File: src/rtl/mips_cpu_pkg.sv
// Shared types for the MIPS execute-stage multiply/divide unit.
// Latency: none (types, constants and a helper function only).
// Backpressure: n/a.
// Contents: muldiv_op_t operation codes, muldiv_state_t FSM states,
//           md_is_signed() which flags the signed operations.
package mips_cpu_pkg;

  typedef enum logic [2:0] {
    MD_MULT  = 3'd0,
    MD_MULTU = 3'd1,
    MD_DIV   = 3'd2,
    MD_DIVU  = 3'd3,
    MD_MTHI  = 3'd4,
    MD_MTLO  = 3'd5
  } muldiv_op_t;

  typedef enum logic [1:0] {
    MD_IDLE = 2'd0,
    MD_RUN  = 2'd1,
    MD_FIX  = 2'd2
  } muldiv_state_t;

  // MULT and DIV treat their operands as two's complement.
  function automatic logic md_is_signed(input logic [2:0] op);
    return (op == MD_MULT) || (op == MD_DIV);
  endfunction

endpackage

File: src/rtl/mips_cpu_muldiv_step.sv
// One radix-2 iteration of shift-add multiply or restoring divide.
// Latency: combinational, zero cycles.
// Backpressure: none; the caller decides when to register acc_out.
// Ports: acc_in  - {upper, lower} accumulator (product/multiplier or remainder/quotient)
//        opnd    - multiplicand (multiply) or divisor (divide) magnitude
//        is_div  - 1 selects the divide step, 0 the multiply step
//        acc_out - accumulator after this iteration
module mips_cpu_muldiv_step #(
  parameter int WIDTH = 32
) (
  input  logic [2*WIDTH-1:0] acc_in,
  input  logic [WIDTH-1:0]   opnd,
  input  logic               is_div,
  output logic [2*WIDTH-1:0] acc_out
);

  logic [WIDTH:0] sum;
  logic [WIDTH:0] rem_sh;
  logic [WIDTH:0] trial;

  always_comb begin
    // Multiply: add the multiplicand into the upper half when the current
    // multiplier bit (lsb) is set, then shift everything right; the carry
    // bit becomes the new msb.
    sum = {1'b0, acc_in[2*WIDTH-1:WIDTH]} + (acc_in[0] ? {1'b0, opnd} : '0);

    // Divide: shift the partial remainder left pulling in the next dividend
    // bit. The shifted remainder can reach WIDTH+1 bits, so compare there.
    rem_sh = acc_in[2*WIDTH-1:WIDTH-1];
    trial  = rem_sh - {1'b0, opnd};

    if (is_div) begin
      if (trial[WIDTH]) begin
        // Borrow: divisor did not fit, keep the shifted remainder.
        acc_out = {rem_sh[WIDTH-1:0], acc_in[WIDTH-2:0], 1'b0};
      end else begin
        acc_out = {trial[WIDTH-1:0], acc_in[WIDTH-2:0], 1'b1};
      end
    end else begin
      acc_out = {sum, acc_in[WIDTH-1:1]};
    end
  end

endmodule

File: src/rtl/mips_cpu_muldiv_unit.sv
// Iterative multiply/divide unit with architectural HI/LO for the MIPS execute stage.
// Latency: mul/div busy for WIDTH+1 cycles (WIDTH RUN + 1 FIX), done pulses as busy drops; MTHI/MTLO 1 edge.
// Backpressure: start is only honoured in IDLE; the CPU stalls on busy. Starts while busy are dropped.
// Ports: clk, reset (async active-high), start, op[2:0], rs_content, rt_content,
//        busy, done (1-cycle pulse), hi, lo.
// Optional: MIPS_MULDIV_FAST_MUL_EN gives MULT/MULTU a single-cycle array multiply (IDLE -> FIX).
module mips_cpu_muldiv_unit
  import mips_cpu_pkg::*;
#(
  parameter  int WIDTH = 32,
  localparam int CNT_W = $clog2(WIDTH)
) (
  input  logic             clk,
  input  logic             reset,
  input  logic             start,
  input  logic [2:0]       op,
  input  logic [WIDTH-1:0] rs_content,
  input  logic [WIDTH-1:0] rt_content,
  output logic             busy,
  output logic             done,
  output logic [WIDTH-1:0] hi,
  output logic [WIDTH-1:0] lo
);

  muldiv_state_t      state;
  logic [CNT_W-1:0]   cnt;
  logic [2*WIDTH-1:0] acc;
  logic [2*WIDTH-1:0] acc_next;
  logic [WIDTH-1:0]   opnd;
  logic [WIDTH-1:0]   dvd_raw;   // original dividend, returned in HI on divide by zero
  logic               is_div;
  logic               neg_q;     // negate product / quotient
  logic               neg_r;     // negate remainder (dividend was negative)
  logic               div_zero;

  logic               a_neg;
  logic               b_neg;
  logic [WIDTH-1:0]   mag_a;
  logic [WIDTH-1:0]   mag_b;
  logic [2*WIDTH-1:0] prod_fix;
  logic [WIDTH-1:0]   quo_fix;
  logic [WIDTH-1:0]   rem_fix;

  // Magnitudes: negating the most-negative value yields 2^(WIDTH-1), which
  // is exactly its unsigned magnitude, so no overflow case is needed here.
  always_comb begin
    a_neg    = md_is_signed(op) & rs_content[WIDTH-1];
    b_neg    = md_is_signed(op) & rt_content[WIDTH-1];
    mag_a    = a_neg ? (~rs_content + 1'b1) : rs_content;
    mag_b    = b_neg ? (~rt_content + 1'b1) : rt_content;
    prod_fix = neg_q ? (~acc + 1'b1) : acc;
    quo_fix  = neg_q ? (~acc[WIDTH-1:0] + 1'b1) : acc[WIDTH-1:0];
    rem_fix  = neg_r ? (~acc[2*WIDTH-1:WIDTH] + 1'b1) : acc[2*WIDTH-1:WIDTH];
  end

  mips_cpu_muldiv_step #(.WIDTH(WIDTH)) u_step (
    .acc_in  (acc),
    .opnd    (opnd),
    .is_div  (is_div),
    .acc_out (acc_next)
  );

  always_ff @(posedge clk or posedge reset) begin
    if (reset) begin
      state    <= MD_IDLE;
      cnt      <= '0;
      acc      <= '0;
      opnd     <= '0;
      dvd_raw  <= '0;
      is_div   <= 1'b0;
      neg_q    <= 1'b0;
      neg_r    <= 1'b0;
      div_zero <= 1'b0;
      busy     <= 1'b0;
      done     <= 1'b0;
      hi       <= '0;
      lo       <= '0;
    end else begin
      done <= 1'b0;
      case (state)
        MD_IDLE: begin
          if (start) begin
            case (op)
              MD_MULT, MD_MULTU: begin
`ifdef MIPS_MULDIV_FAST_MUL_EN
                acc   <= {{WIDTH{1'b0}}, mag_a} * {{WIDTH{1'b0}}, mag_b};
                state <= MD_FIX;
`else
                acc   <= {{WIDTH{1'b0}}, mag_b};
                opnd  <= mag_a;
                state <= MD_RUN;
`endif
                is_div   <= 1'b0;
                neg_q    <= a_neg ^ b_neg;
                neg_r    <= 1'b0;
                div_zero <= 1'b0;
                cnt      <= '0;
                busy     <= 1'b1;
              end
              MD_DIV, MD_DIVU: begin
                acc      <= {{WIDTH{1'b0}}, mag_a};
                opnd     <= mag_b;
                dvd_raw  <= rs_content;
                is_div   <= 1'b1;
                neg_q    <= a_neg ^ b_neg;
                neg_r    <= a_neg;
                div_zero <= (rt_content == '0);
                cnt      <= '0;
                busy     <= 1'b1;
                state    <= MD_RUN;
              end
              MD_MTHI: hi <= rs_content;
              MD_MTLO: lo <= rs_content;
              default: ;  // reserved ops are silently ignored
            endcase
          end
        end
        MD_RUN: begin
          acc <= acc_next;
          if (cnt == CNT_W'(WIDTH - 1)) begin
            cnt   <= '0;
            state <= MD_FIX;
          end else begin
            cnt <= cnt + 1'b1;
          end
        end
        MD_FIX: begin
          if (is_div) begin
            if (div_zero) begin
              lo <= '1;
              hi <= dvd_raw;
            end else begin
              lo <= quo_fix;
              hi <= rem_fix;
            end
          end else begin
            {hi, lo} <= prod_fix;
          end
          busy  <= 1'b0;
          done  <= 1'b1;
          state <= MD_IDLE;
        end
        default: state <= MD_IDLE;
      endcase
    end
  end

endmodule

File: config.mk
export PLATFORM = sky130hd
export DESIGN_NAME = mips_cpu_muldiv_unit
export DESIGN_NICKNAME = d
export VERILOG_FILES = /design/src/rtl/mips_cpu_pkg.sv /design/src/rtl/mips_cpu_muldiv_step.sv /design/src/rtl/mips_cpu_muldiv_unit.sv
export SDC_FILE = /design/constraint.sdc
export NUM_CORES = 1
export LEC_CHECK = 0
export BUFFER_PORTS_ARGS = -buffer_cell sky130_fd_sc_hd__buf_2
export CORE_MARGIN = 2
export CORE_UTILIZATION = 56
export CTS_CLUSTER_DIAMETER = 200
export CTS_CLUSTER_SIZE = 28
export DETAILED_ROUTE_END_ITERATION = 12
export GPL_TIMING_DRIVEN = 0
export HOLD_SLACK_MARGIN = 0.1
export PLACE_DENSITY = 0.72
export SYNTH_ARGS = -nofsm -noshare
export SYNTH_HDL_FRONTEND = slang
export SYNTH_SLANG_ARGS = --single-unit
File: constraint.sdc
create_clock -name clk -period 6.3 [get_ports clk]
set_input_delay 0 -clock clk [delete_from_list [all_inputs] [get_ports clk]]
set_output_delay 0 -clock clk [all_outputs]
set_load 0.03 [all_outputs]
==> out/metrics.cfg, run 1 <==
[critical_path]
worstSetupStartpoint = acc[32]
cp-start-kind = register
crit_chain = inv_1, fa_1, nand2b_1, a21oi_1, o21ai_0, a2111oi_0, a211o_1, o21ai_0, xor2_1, buf_2, buf_1, a21oi_1, o21ai_0
cp_top_family = compound AO/OA/AOI/OAI gates
worst-path-max-fanout = 10
timing.rr.start = acc[32]
slowest_stage = a2111oi_0
critical_path.most_common_cell = o21ai_0
crit_type = reg2reg
crit_path_max_incr_delay_ps = 800
path_buf_inv = 3
endpoint_kind = register
critical_path_arrival_ps = 5340
worst-endpoint-required_ps = 6740

[routing]
met2WireLength_um = 30000
route.met3.wl_um = 8300
drt-pass1-iter-count = 9
wl_per_cell_um = 25.4
post-route-drc-count = 0
routed_wirelength_um = 69800
first_iter_violations = 2308
vias_per_cell = 6.75
wl_met1_um = 27300
top_layer = met4
dr_total_vias = 18500
antenna_left = 0

[sta]
hold_viol = 0
fmax_ghz = 0.204
layout_min_cycle_time_ps = 4900
period_share = 0.778
rsz0062_at_grt = no
fin_ws_ps = 1400
report.final.slew_viol_count = 0
clock_skew_ps = 35.0
worst_pin_slew_ps = 1170
setup_viol = 0
hold_ws_ps = 112
relSlewSlack = 0.212

[place]
gp_routability_congestion = 1.04
dpl_worst_slack_ps = 1590
placedInstanceArea_um2 = 18100
dp_hpwl_um = 53400
io_buffers = 130

[finish]
multi_input_area_um2 = 10900
drive_gt1_frac = 0.0884
fin_area_um2 = 19000
nNetsFinal = 2496
area_delta_synth_final_pct = 12.5
ff_latch_area_um2 = 5130
fillCellCount = 2719

[global_routing]
grt_pass1_vias = 17400
grt_start_max_net_pins = 111
antenna_found_initial = 0
track_usage = 0.438
overflow = 0
grt_pass1_wl_um = 104000

[status]
status = finished clean

[floorplan]
pin_count = 136
start_util = 0.570
fp-row-count = 63
dieArea_um2 = 31600
core_area_um2 = 29600
die_y_um = 178
die_w_um = 178

[logic_synthesis]
synth_fp_nets = 2288
synth_compound_area_frac = 0.260
synth_fa_ha_area_frac = 0.0542
synthSimpleGateAreaFrac = 0.185
avgSynthCellArea_um2 = 7.87
synth.distinct_cells = 72
async_reset_ff_frac = 1.00
synth_top_family_by_area = compound AO/OA/AOI/OAI gates
ys_warn_count = 0
synth-xor-area-share = 0.0897
syn_inst = 2146
postSynthRegisterBits = 205
synth_top_flop_cell = dfrtp_1
synth_area_um2 = 16900
synth_enable_flop_cells = 0
seq_area_frac_synth = 0.304
synthMuxAreaShare = 0.0583

[clock_network]
cts_buffers = 11
post_cts_buffers = 0
cts-root-buf = clkbuf_16
clkTransAtPathRegs_ps = 130
htreeDepth = 1
cts_buffer_depth = 3
clkSinkCount = 205
clock_latency_ps = 510
cts_tree = done

[power_and_ir_drop]
total_leakage_power_nw = 8.00
irDropWorstVdd_mv = 0.307
power.total_mw = 10.0
power.density_nw_per_um2 = 527

[hold_path]
worstHoldPathType = in2reg
hold_start = rs_content[22]

[flow_run]
max-cap-violations = 0

[cells in the final DEF (no fill, tap or decap), types with 7 or more instances in the layout]
| cell type | count |
|---|---|
| or4_1 | 7 |
| xor2_1 | 56 |
| a22oi_1 | 23 |
| o221ai_1 | 8 |
| o31a_1 | 9 |
| nor3_1 | 34 |
| o31ai_1 | 27 |
| nand3_1 | 41 |
| and3_1 | 11 |
| nor2b_1 | 19 |
| or3_1 | 23 |
| mux2i_1 | 50 |
| buf_2 | 132 |
| a31oi_1 | 17 |
| a21o_1 | 33 |
| nand4_1 | 12 |
| o21ai_1 | 7 |
| buf_1 | 12 |
| o22ai_1 | 45 |
| mux2_2 | 43 |
| a211oi_1 | 24 |
| a21oi_1 | 159 |
| nand2b_1 | 37 |
| nand2_1 | 234 |
| o41ai_1 | 10 |
| xnor2_1 | 117 |
| a221o_1 | 7 |
| clkbuf_1 | 134 |
| nor2_1 | 196 |
| clkbuf_16 | 11 |
| dfrtp_1 | 205 |
| nor4_1 | 14 |
| and2_1 | 10 |
| o21ai_0 | 239 |
| o211ai_1 | 47 |
| dlygate4sd3_1 | 64 |
| inv_1 | 67 |
| ha_1 | 70 |
[sequential cells by signal, summed over array words and instances (netlist names)]
signal	cells
hi	32
acc	64
cnt	5
neg_r	1
dvd_raw	32
busy	1
done	1
div_zero	1
is_div	1
neg_q	1
state	2
lo	32
opnd	32
[worst reg2reg max path, stage by stage (launching register included)]
cell and delay, ps:
dfrtp_1 560, inv_1 210, fa_1 490, nand2b_1 190, a21oi_1 230, o21ai_0 370
a2111oi_0 800, a211o_1 290, o21ai_0 120, xor2_1 230, buf_2 360, buf_1 590
a21oi_1 200, o21ai_0 190
[power by group]
| part | internal, mW | switching (mW) |
|---|---|---|
| combinational | 2.47 | 4.21 |
| clock | 0.327 | 0.489 |
| sequential | 1.87 | 0.633 |
[final timing paths]
kind | to | cells after the start | slack [ps]
worst min-delay path | dvd_raw[22] | 2 | 110
max in group asynchronous | cnt[1] | 4 | 5050
worst min register to register | hi[15] | 2 | 490
worst max register to register | acc[36] | 13 | 1400
worst max-delay path | acc[36] | 13 | 1400
min in group asynchronous | dvd_raw[8] | 3 | 210
[cell type report]
| class | instances | share of cell area |
|---|---|---|
| Timing Repair Buffer | 195 | 0.0694 |
| Multi-Input combinational cell | 1724 | 0.575 |
| Buffer | 149 | 0.0300 |
| Clock inverter | 1 | 0.00105 |
| Tap cell | 390 | 0.0257 |
| Sequential cell | 205 | 0.270 |
| Antenna cell | 1 | 0.000132 |
| Inverter | 68 | 0.0138 |
| Clock buffer | 11 | 0.0145 |
[Yosys cell counts, types with 6 or more instances]
cell      instances  area, µm²
o21ai_0         239       1200
nand2_1         234        878
dfrtp_1         205       5130
nor2_1          196        736
a21oi_1         159        796
clkbuf_1        134        503
xnor2_1         117       1020
ha_1             70        876
inv_1            68        255
xor2_1           56        490
mux2i_1          50        500
o211ai_1         47        353
o22ai_1          45        282
mux2_2           43        484
nand3_1          41        205
nand2b_1         37        231
nor3_1           34        170
a21o_1           33        248
o31ai_1          27        203
a211oi_1         24        180
a22oi_1          23        173
or3_1            23        144
nor2b_1          19        119
a31oi_1          17        106
nor4_1           14       87.6
buf_1            12       45.0
nand4_1          12       75.1
and3_1           11       68.8
and2_1           10       62.6
o41ai_1          10       87.6
o31a_1            9       78.8
o221ai_1          8       70.1
a221o_1           7       70.1
o21ai_1           7       35.0
or4_1             7       52.6
a22o_1            6       52.6
[what timing repair did]
action,4_1_cts,5_1_grt
resized for setup,0,0
hold buffers,64,0
endpoints found under the hold margin,229,0
[layer usage]
| layer | global-route usage | vias to the layer above |
|---|---|---|
| met2 | 0.664 | 1244 |
| li1 | - | 8126 |
| met3 | 0.0870 | 283 |
| met1 | 0.593 | 8865 |
| met5 | 0 | - |
| met4 | 0.223 | 0 |
[logic make-up after synthesis]
group / after synthesis
simple gates: 671
buf+inv: 217
flops: 205
fa+ha+maj: 72
mux: 93
xor+xnor: 173
compound gates: 715
[through the flow]
stage,setup TNS (ps),utilization,std cells
after floorplan,0,-,2146
after global placement,-343880,0.608,2666
after detailed placement,0,0.609,2667
after CTS,0,0.641,2743
after global routing,0,0.641,2743
final,0,0.641,2744
(Power assumes the default switching activity.)
==> run 2, diff against run 1 <==
--- a/config.mk
+++ b/config.mk
@@ -13,7 +13,7 @@
 export DETAILED_ROUTE_END_ITERATION = 12
 export GPL_TIMING_DRIVEN = 0
 export HOLD_SLACK_MARGIN = 0.1
-export PLACE_DENSITY = 0.72
+export PLACE_DENSITY = 0.75
 export SYNTH_ARGS = -nofsm -noshare
 export SYNTH_HDL_FRONTEND = slang
 export SYNTH_SLANG_ARGS = --single-unit
==> constraint.sdc (replaced) <==
create_clock -name clk -period 4.51 [get_ports clk]
set_input_delay 0 -clock clk [delete_from_list [all_inputs] [get_ports clk]]
set_output_delay 0 -clock clk [all_outputs]
set_load 0.03 [all_outputs]
==> out/metrics.cfg, run 2 (same netlist as run 1, synthesis figures left out) <==
[status]
status = finished clean

[floorplan]
dieArea_um2 = 31600
fp-row-count = 63
die_y_um = 178
core_area_um2 = 29600
pin_count = 136
die_w_um = 178
start_util = 0.570

[critical_path]
cp_top_family = compound AO/OA/AOI/OAI gates
critical_path_arrival_ps = 4660
slowest_stage = dfrtp_1
path_buf_inv = 2
critical_path.most_common_cell = o21ai_0
crit_chain = inv_1, clkbuf_1, nor2_1, ha_1, nand2b_1, a21oi_1, o31ai_2, a211oi_1, o21ai_0, nand3_1, a31oi_1, mux2i_1, o21ai_0, a311o_1
endpoint_kind = register
crit_type = reg2reg
worst-endpoint-required_ps = 4910
worst-path-max-fanout = 10
crit_path_max_incr_delay_ps = 550
cp-start-kind = register

[sta]
timing.setup.tns_ps = 0
hold_viol = 0
period_share = 0.945
worst_pin_slew_ps = 1330
fin_ws_ps = 250
relSlewSlack = 0.105
setup_viol = 0
fmax_ghz = 0.235
report.final.slew_viol_count = 0
clock_skew_ps = 32.9
layout_min_cycle_time_ps = 4260

[clock_network]
clock_latency_ps = 510
cts_tree = done
cts_buffers = 11
htreeDepth = 1
cts_buffer_depth = 3
clkSinkCount = 205
cts-root-buf = clkbuf_16
clkTransAtPathRegs_ps = 130

[finish]
largest_reg_flops = 64
finalNonFillerCells = 2746
nNetsFinal = 2498
final_common_cell = o21ai_0
area_delta_synth_final_pct = 12.9
max_flop_register = acc
mostFrequentLayoutCells = o21ai_0 (238), nand2_1 (234), dfrtp_1 (205), nor2_1 (196), a21oi_1 (159)
drive_gt1_frac = 0.0921
final_core_util = 0.643

[place]
dp_hpwl_um = 54400
io_buffers = 130
dpl_worst_slack_ps = 184
dp_cells = 2671
gp_routability_congestion = 1.03

[routing]
antenna_left = 0
first_iter_violations = 2571
wl_per_cell_um = 25.9
post-route-drc-count = 0
routed_wirelength_um = 71200
drt-pass1-iter-count = 6
dr_total_vias = 18500
vias_per_cell = 6.73

[global_routing]
track_usage = 0.444
grt_start_max_net_pins = 43
overflow = 0
grt_pass1_wl_um = 105000
antenna_found_initial = 0
grt_pass1_vias = 17500

[flow_run]
max-cap-violations = 0

[power_and_ir_drop]
power.total_mw = 14.0
total_leakage_power_nw = 8.02
irDropWorstVdd_mv = 0.365
power.density_nw_per_um2 = 736

[hold_path]
worstHoldPathType = in2async

==> run 2: cell count changes in the layout (fill, tap and decap cells not counted), moves of 2 or more <==
cell and change:
clkbuf_2 +4, buf_12 +5, dlygate4sd3_1 -2, buf_1 -3
==> run 2: cell type report <==
class	count	area, µm²
Clock buffer	11	275
Antenna cell	1	2.50
Fill cell	2696	10600
Multi-Input combinational cell	1724	10900
Tap cell	390	488
Timing Repair Buffer	197	1370
Buffer	149	574
Sequential cell	205	5130
Clock inverter	1	20.0
Inverter	68	259
==> run 2: report_power, final <==
| part | internal [mW] | switching (mW) | leakage (nW) |
|---|---|---|---|
| sequential | 2.61 | 0.899 | 2.50 |
| clock | 0.457 | 0.683 | 0.145 |
| combinational | 3.47 | 5.90 | 5.38 |
==> run 2: metrics by stage <==
stage	cell area (µm²)	hold slack [ps]
4_1_cts	19000	105
3_5_place_dp	18100	95.2
3_3_place_gp	18000	343
2_1_floorplan	16900	135
5_1_grt	19100	124
6_report	19100	89.7
==> run 2: worst min-delay path: cells and delay by family <==
family   cells  cell delay, ps
buf+inv      3            1060
==> run 2: timing repair <==
| action | 4_1_cts | 5_1_grt |
|---|---|---|
| hold buffers | 62 | 0 |
| setup buffers | 0 | 0 |
| gates resized for setup | 0 | 8 |
| hold endpoints to repair | 212 | 0 |
| endpoints found under the setup margin | 0 | 24 |
==> run 2: worst paths after layout <==
path,start,to,slack [ps],depth (start not counted)
max in group asynchronous,reset,opnd[21],3480,5
hold reg to reg,lo[24],lo[24],490,2
setup / recovery,acc[0],acc[57],250,14
hold / removal,reset,hi[4],90,3
setup reg to reg,acc[0],acc[57],250,14
min in group clk,rs_content[7],dvd_raw[7],100,2
==> run 2: routing by layer <==
metal  GRT usage  vias up  wire length [µm]
li1            -     8134                 -
met1       0.584     8779             27200
met2       0.674     1266             30700
met3       0.112      289              8990
met4       0.231        0              4230
met5           0        -                 0
